**src/rtl/nl_spi_pkg.sv**
```systemverilog
// nl_spi_pkg: shared SPI frame geometry, FSM encoding and command codes
package nl_spi_pkg;
  localparam int LEN_SPI      = 32;
  localparam int SPI_CODE_LEN = 6;
  localparam int SPI_ADDR_LEN = 10;
  localparam int SPI_DATA_LEN = 16;
  localparam int CODE_LSB = SPI_ADDR_LEN + SPI_DATA_LEN;
  localparam int ADDR_LSB = SPI_DATA_LEN;
  localparam int DATA_LSB = 0;
  localparam logic [1:0] ST_IDLE = 2'd0;
  localparam logic [1:0] ST_RX   = 2'd1;
  localparam logic [1:0] ST_CHK  = 2'd2;
  typedef enum logic [SPI_CODE_LEN-1:0] {
    CMD_NOP   = 6'd0,
    CMD_RD    = 6'd3,
    CMD_WR    = 6'd4,
    CMD_STAT  = 6'd6,
    CMD_CFG   = 6'd8,
    CMD_DAC0  = 6'd16,
    CMD_DAC1  = 6'd17,
    CMD_DAC2  = 6'd18,
    CMD_DAC3  = 6'd19
  } cmd_code_e;
  typedef struct packed {
    logic [SPI_CODE_LEN-1:0] code;
    logic [SPI_ADDR_LEN-1:0] addr;
    logic [SPI_DATA_LEN-1:0] data;
  } spi_frame_t;
endpackage

```
**src/rtl/nl_spi_sync_edge.sv**
```systemverilog
// nl_spi_sync_edge: 2-flop synchronizer plus edge detect on the synchronized level
module nl_spi_sync_edge #(
  parameter logic RST_VAL = 1'b0
) (
  input  logic clk,
  input  logic rst,
  input  logic din,
  output logic sync,
  output logic rise,
  output logic fall
);
  logic meta, prev;
  always_ff @(posedge clk) begin
    if (rst) {meta, sync, prev} <= {3{RST_VAL}};
    else {meta, sync, prev} <= {din, meta, sync};
  end
  assign rise = sync & ~prev;
  assign fall = ~sync & prev;
endmodule

```
**src/rtl/nl_spi_slave_rx.sv**
```systemverilog
// nl_spi_slave_rx: SPI slave frame receiver with valid/ready command output and read-back.
// Define NL_SPI_ERR_CNT_EN to add the saturating err_cnt output.
module nl_spi_slave_rx
  import nl_spi_pkg::*;
#(
  parameter int LEN_SPI      = nl_spi_pkg::LEN_SPI,
  parameter int SPI_CODE_LEN = nl_spi_pkg::SPI_CODE_LEN,
  parameter int SPI_ADDR_LEN = nl_spi_pkg::SPI_ADDR_LEN,
  parameter int SPI_DATA_LEN = nl_spi_pkg::SPI_DATA_LEN
) (
  input  logic                    clk_50M,
  input  logic                    rst,
  input  logic                    sck,
  input  logic                    cs_n,
  input  logic                    mosi,
  output logic                    miso,
  output logic [SPI_CODE_LEN-1:0] cmd_code,
  output logic [SPI_ADDR_LEN-1:0] cmd_addr,
  output logic [SPI_DATA_LEN-1:0] cmd_data,
  output logic                    cmd_valid,
  input  logic                    cmd_ready,
  input  logic [LEN_SPI-1:0]      rsp_data,
  input  logic                    rsp_valid,
  output logic                    frame_err,
`ifdef NL_SPI_ERR_CNT_EN
  output logic                    overrun,
  output logic [7:0]              err_cnt
`else
  output logic                    overrun
`endif
);
  logic sck_s, sck_r, sck_f, cs_s, cs_r, cs_f, mosi_s, mosi_r, mosi_f;
  logic unused;
  logic [1:0] state, settle;
  logic armed, start, in_chk, frame_ok, busy, accept;
  logic [5:0] bit_cnt;
  logic [LEN_SPI-1:0] rx_sr, tx_sr, shadow;
  nl_spi_sync_edge #(.RST_VAL(1'b1)) u_sck (.clk(clk_50M), .rst(rst), .din(sck), .sync(sck_s), .rise(sck_r), .fall(sck_f));
  nl_spi_sync_edge #(.RST_VAL(1'b1)) u_cs (.clk(clk_50M), .rst(rst), .din(cs_n), .sync(cs_s), .rise(cs_r), .fall(cs_f));
  nl_spi_sync_edge #(.RST_VAL(1'b0)) u_mosi (.clk(clk_50M), .rst(rst), .din(mosi), .sync(mosi_s), .rise(mosi_r), .fall(mosi_f));
  assign unused = ^{sck_s, mosi_r, mosi_f};
  assign start    = (state == ST_IDLE) & cs_f & armed;
  assign in_chk   = state == ST_CHK;
  assign frame_ok = bit_cnt == 6'(LEN_SPI);
  assign busy     = cmd_valid & ~cmd_ready;
  assign accept   = in_chk & frame_ok & ~busy;
  // A cs_n held low across reset must not start a frame: arm only once the flushed synchronizer shows cs_n high.
  always_ff @(posedge clk_50M) begin
    if (rst) begin
      state   <= ST_IDLE;
      settle  <= 2'd0;
      armed   <= 1'b0;
      bit_cnt <= 6'd0;
      rx_sr   <= '0;
      tx_sr   <= '0;
      shadow  <= '0;
      miso    <= 1'b0;
    end else begin
      settle <= settle == 2'd2 ? settle : settle + 2'd1;
      armed  <= armed | ((settle == 2'd2) & cs_s);
      shadow <= rsp_valid ? rsp_data : start ? '0 : shadow;
      case (state)
        ST_IDLE: if (start) begin
          state   <= ST_RX;
          bit_cnt <= 6'd0;
          rx_sr   <= '0;
          tx_sr   <= shadow;
          miso    <= shadow[0];
        end
        ST_RX: if (cs_r) begin
          state <= ST_CHK;
          miso  <= 1'b0;
        end else if (sck_f) begin
          rx_sr   <= {mosi_s, rx_sr[LEN_SPI-1:1]};
          bit_cnt <= bit_cnt == 6'(LEN_SPI + 1) ? bit_cnt : bit_cnt + 6'd1;
        end else if (sck_r) begin
          tx_sr <= tx_sr >> 1;
          miso  <= tx_sr[1];
        end
        default: state <= ST_IDLE;
      endcase
    end
  end
  always_ff @(posedge clk_50M) begin
    if (rst) begin
      cmd_valid <= 1'b0;
      cmd_code  <= '0;
      cmd_addr  <= '0;
      cmd_data  <= '0;
      frame_err <= 1'b0;
      overrun   <= 1'b0;
    end else begin
      frame_err <= in_chk & ~frame_ok;
      overrun   <= overrun | (in_chk & frame_ok & busy);
      if (accept) begin
        cmd_valid <= 1'b1;
        cmd_code  <= rx_sr[CODE_LSB +: SPI_CODE_LEN];
        cmd_addr  <= rx_sr[ADDR_LSB +: SPI_ADDR_LEN];
        cmd_data  <= rx_sr[DATA_LSB +: SPI_DATA_LEN];
      end else if (cmd_ready) cmd_valid <= 1'b0;
    end
  end
`ifdef NL_SPI_ERR_CNT_EN
  always_ff @(posedge clk_50M) begin
    if (rst) err_cnt <= 8'd0;
    else err_cnt <= err_cnt + {7'd0, in_chk & ~accept & ~&err_cnt};
  end
`endif
endmodule

```
**config.mk**
```make
export PLATFORM = sky130hd
export DESIGN_NAME = nl_spi_slave_rx
export DESIGN_NICKNAME = d
export VERILOG_FILES = /design/src/rtl/nl_spi_pkg.sv /design/src/rtl/nl_spi_sync_edge.sv /design/src/rtl/nl_spi_slave_rx.sv
export SDC_FILE = /design/constraint.sdc
export NUM_CORES = 1
export LEC_CHECK = 0
export CORE_UTILIZATION = 55
export CTS_BUF_LIST = sky130_fd_sc_hd__clkbuf_2
export DETAILED_ROUTE_END_ITERATION = 7
export HOLD_SLACK_MARGIN = 0.03
export PLACE_DENSITY = 0.79
export SLEW_MARGIN = 30
export SYNTH_ARGS = -nofsm -noshare
export SYNTH_HDL_FRONTEND = slang
export SYNTH_SLANG_ARGS = --single-unit
```
**constraint.sdc**
```tcl
create_clock -name clk_50M -period 2.43 [get_ports clk_50M]
set_clock_uncertainty 0.15 [all_clocks]
set_input_delay 0.243 -clock clk_50M [delete_from_list [all_inputs] [get_ports clk_50M]]
set_output_delay 0.243 -clock clk_50M [all_outputs]
set_load 0.02 [all_outputs]
```
==> metrics.cfg <==
[setup_path]
startpoint_type=register
cpLargestDelayFamily=buffers and inverters
slowest_delay_ns=0.61
crit_slowest_cell=clkdlybuf4s50_1
r2r_slack_ns=0.32
arrival_ns=1.74
cp_max_fo=2
r2r_end=shadow[0]$_SDFFE_PP0P_
path_cells=clkdlybuf4s50_1
cp-end-kind=output pin
rr_startpoint=state[0]$_SDFFE_PP0P_
reg2reg_depth=5
critPathRequiredTime_ns=2.04
path_buf_inv=1
worstSetupPathType=reg2out

[floorplanning]
die-area_mm2=0.0110
rows=37
io_pins=75
core_mm2=0.0103
initial_core_util_pct=56.6
dieHeight_um=105
die_w_um=105

[clock_network]
holdBufCountCts=67
cts_resized=0
numCtsBuffers=17
post_cts_buffers=0
cts.sinks=150
h-tree-depth=4
cts_tree=yes
clk_latency_ns=0.70
clk_pin_slew_worst_paths_ns=0.25
max-clock-path-buffers=2
root_buffer=clkbuf_2

[logic_synthesis]
syn_nets=682
synth_edf_count=0
synthArstFlopShare_pct=0
synth_area_per_cell_um2=9.10
netlist_instances=639
yosysWarnings=0
synth_flop_cell=dfxtp_1
synth.largest_area_cell=dfxtp_1
synth_seq_cells=150
synth_area_mm2=0.00582
synth_area_leaders=dfxtp_1, a21oi_1, mux2i_1
synth_cell_types=46
yosysSeqAreaShare_pct=51.6
synth_top_area_share_pct=51.6

[timing]
slew_headroom_pct=64.3
fin_hold_ws_ns=0.0967
setup_slack_ns=0.294
final.setup.tns_ns=0
rsz0062_at_grt=no
finalCritPeriodShare_pct=87.9
period_needed_ns=2.14
finalSetupViolCount=0
hold_viol=0
fmax_ghz=0.468
drv_slew=0
tightest_slew_ns=0.535

[run_status]
status=complete, no violations

[power_and_ir_drop]
power_density_mw_per_mm2=595
power_leakage_nw=2.77
ir_drop_mv=0.377
finalPower_mw=4.47

[routing]
vias=5100
drt_iter0_drc=311
totalWireLength_mm=13.3
ant_nets=0
viasPerCell=5.63
first_pass_iters=4
routedWlPerCell_um=14.7
drc=0

[placed_design]
globalplace.congestion=0.834
io_buffer_count=74
dp_hpwl_mm=7.67
preCtsSetupSlack_ns=0.460

[hold_path]
hold_path_startpoint=cmd_ready
hold_path_class=in2reg
whs_path_depth=3
hold_end=cmd_valid$_SDFFE_PP0P_

[final_layout]
syn2layout_area_growth_pct=29.2
drive_gt1_share_pct=8.19
fin_nets=799
fin_util_pct=73.1
fillers=767

[job]
maxCapViolCount=0

[grt]
first_global_vias=4861
grt_pass1_wl_mm=22.1
grt_max_degree=65
overflow=0
grt_usage_pct=25.1
antenna_found_initial=1

==> worst min-delay path: stages <==
cell,delay [ns]
clkdlybuf4s50_1,0.44
nand2b_1,0.17
a21oi_1,0.08
==> synthesized netlist by cell type (all sizes together) (3+ instances only) <==
library cell	n
mux2i	31
a31oi	3
buf	16
nor2b	3
nand3	33
or2	6
a21oi	68
clkbuf	42
nand2	66
o22ai	31
nand3b	35
nor3	3
inv	9
o21ai	64
nand2b	8
or3	32
dfxtp	150
ha	4
nor2	8
==> final cells by class <==
cell class / instances / area [um^2] / area share, %
inverter: 10 / 37.5 / 0.500
sequential: 150 / 3000 / 40.0
clock buffer: 17 / 85.1 / 1.13
clock inverter: 15 / 186 / 2.48
antenna: 1 / 2.50 / 0.0333
tap: 136 / 170 / 2.27
multi-input combinational: 421 / 2510 / 33.5
timing repair buffer: 156 / 1510 / 20.2
==> sequential cells by signal, indices dropped and copies added (netlist names), 2 cells and up <==
name / cells
state: 2
cmd_addr: 10
cmd_code: 6
tx_sr: 31
shadow: 32
cmd_data: 16
bit_cnt: 6
settle: 2
rx_sr: 32
==> layout by cell type, fill, tap and decap left out, drive strengths merged, types with 4 or more instances in the layout <==
cell	Yosys	final
or2	6	6
clkbuf	42	17
nand3b	35	35
dfxtp	150	150
clkdlybuf4s50	0	72
o21ai	64	64
nand2b	8	8
inv	9	17
buf	16	17
nor2	8	8
or3	32	32
clkinv	1	4
dlygate4sd3	0	67
o22ai	31	31
mux2i	31	31
nand3	33	33
a21oi	68	68
nand2	66	66
ha	4	4
==> worst max path at each step <==
stage          cells after the start  slack [ns]                endpoint                      from
3_3_place_gp                       4        0.56   tx_sr[1]$_SDFFE_PP0P_     state[0]$_SDFFE_PP0P_
5_1_grt                            5        0.17  shadow[0]$_SDFFE_PP0P_     state[0]$_SDFFE_PP0P_
4_1_cts                            1        0.24             cmd_data[1]  cmd_data[1]$_SDFFE_PP0P_
6_report                           1        0.29             cmd_data[1]  cmd_data[1]$_SDFFE_PP0P_
2_1_floorplan                      6        0.78  tx_sr[22]$_SDFFE_PP0P_     state[0]$_SDFFE_PP0P_
3_5_place_dp                       4        0.46   tx_sr[9]$_SDFFE_PP0P_     state[0]$_SDFFE_PP0P_
==> stage by stage <==
step | cells | instance area [um^2]
after floorplan | 639 | 5820
after global placement | 806 | 6570
final | 906 | 7510
after detailed placement | 806 | 6570
after CTS | 905 | 7510
after global routing | 906 | 7510
==> per-layer routing <==
metal | up-vias | wire length, um | GRT usage (%)
met5 | - | 0 | 0
met2 | 134 | 6620 | 43.4
li1 | 2503 | - | -
met3 | 31 | 506 | 5.86
met1 | 2432 | 5860 | 30.2
met4 | 0 | 289 | 9.86
==> cells by family (layout without fill, tap and decap cells) <==
group                    count (synthesis)  after routing  share of synthesized area, %
AND/OR/NAND/NOR                        204            204                          19.4
AO/OA/AOI/OAI                          181            181                          17.3
flip-flops                             150            150                          51.6
buffers and inverters                   68            198                          5.25
multiplexers                            31             31                          5.34
adder cells (fa/ha/maj)                  4              4                         0.861
XOR/XNOR                                 1              1                         0.151
other                                    0              1                             0
==> power by group <==
part           total (mW)  switching [mW]  internal (mW)
sequential           2.57          0.0387           2.53
clock                1.49           0.973          0.522
combinational       0.406           0.185          0.222
Power figures use the tool's default switching activity.
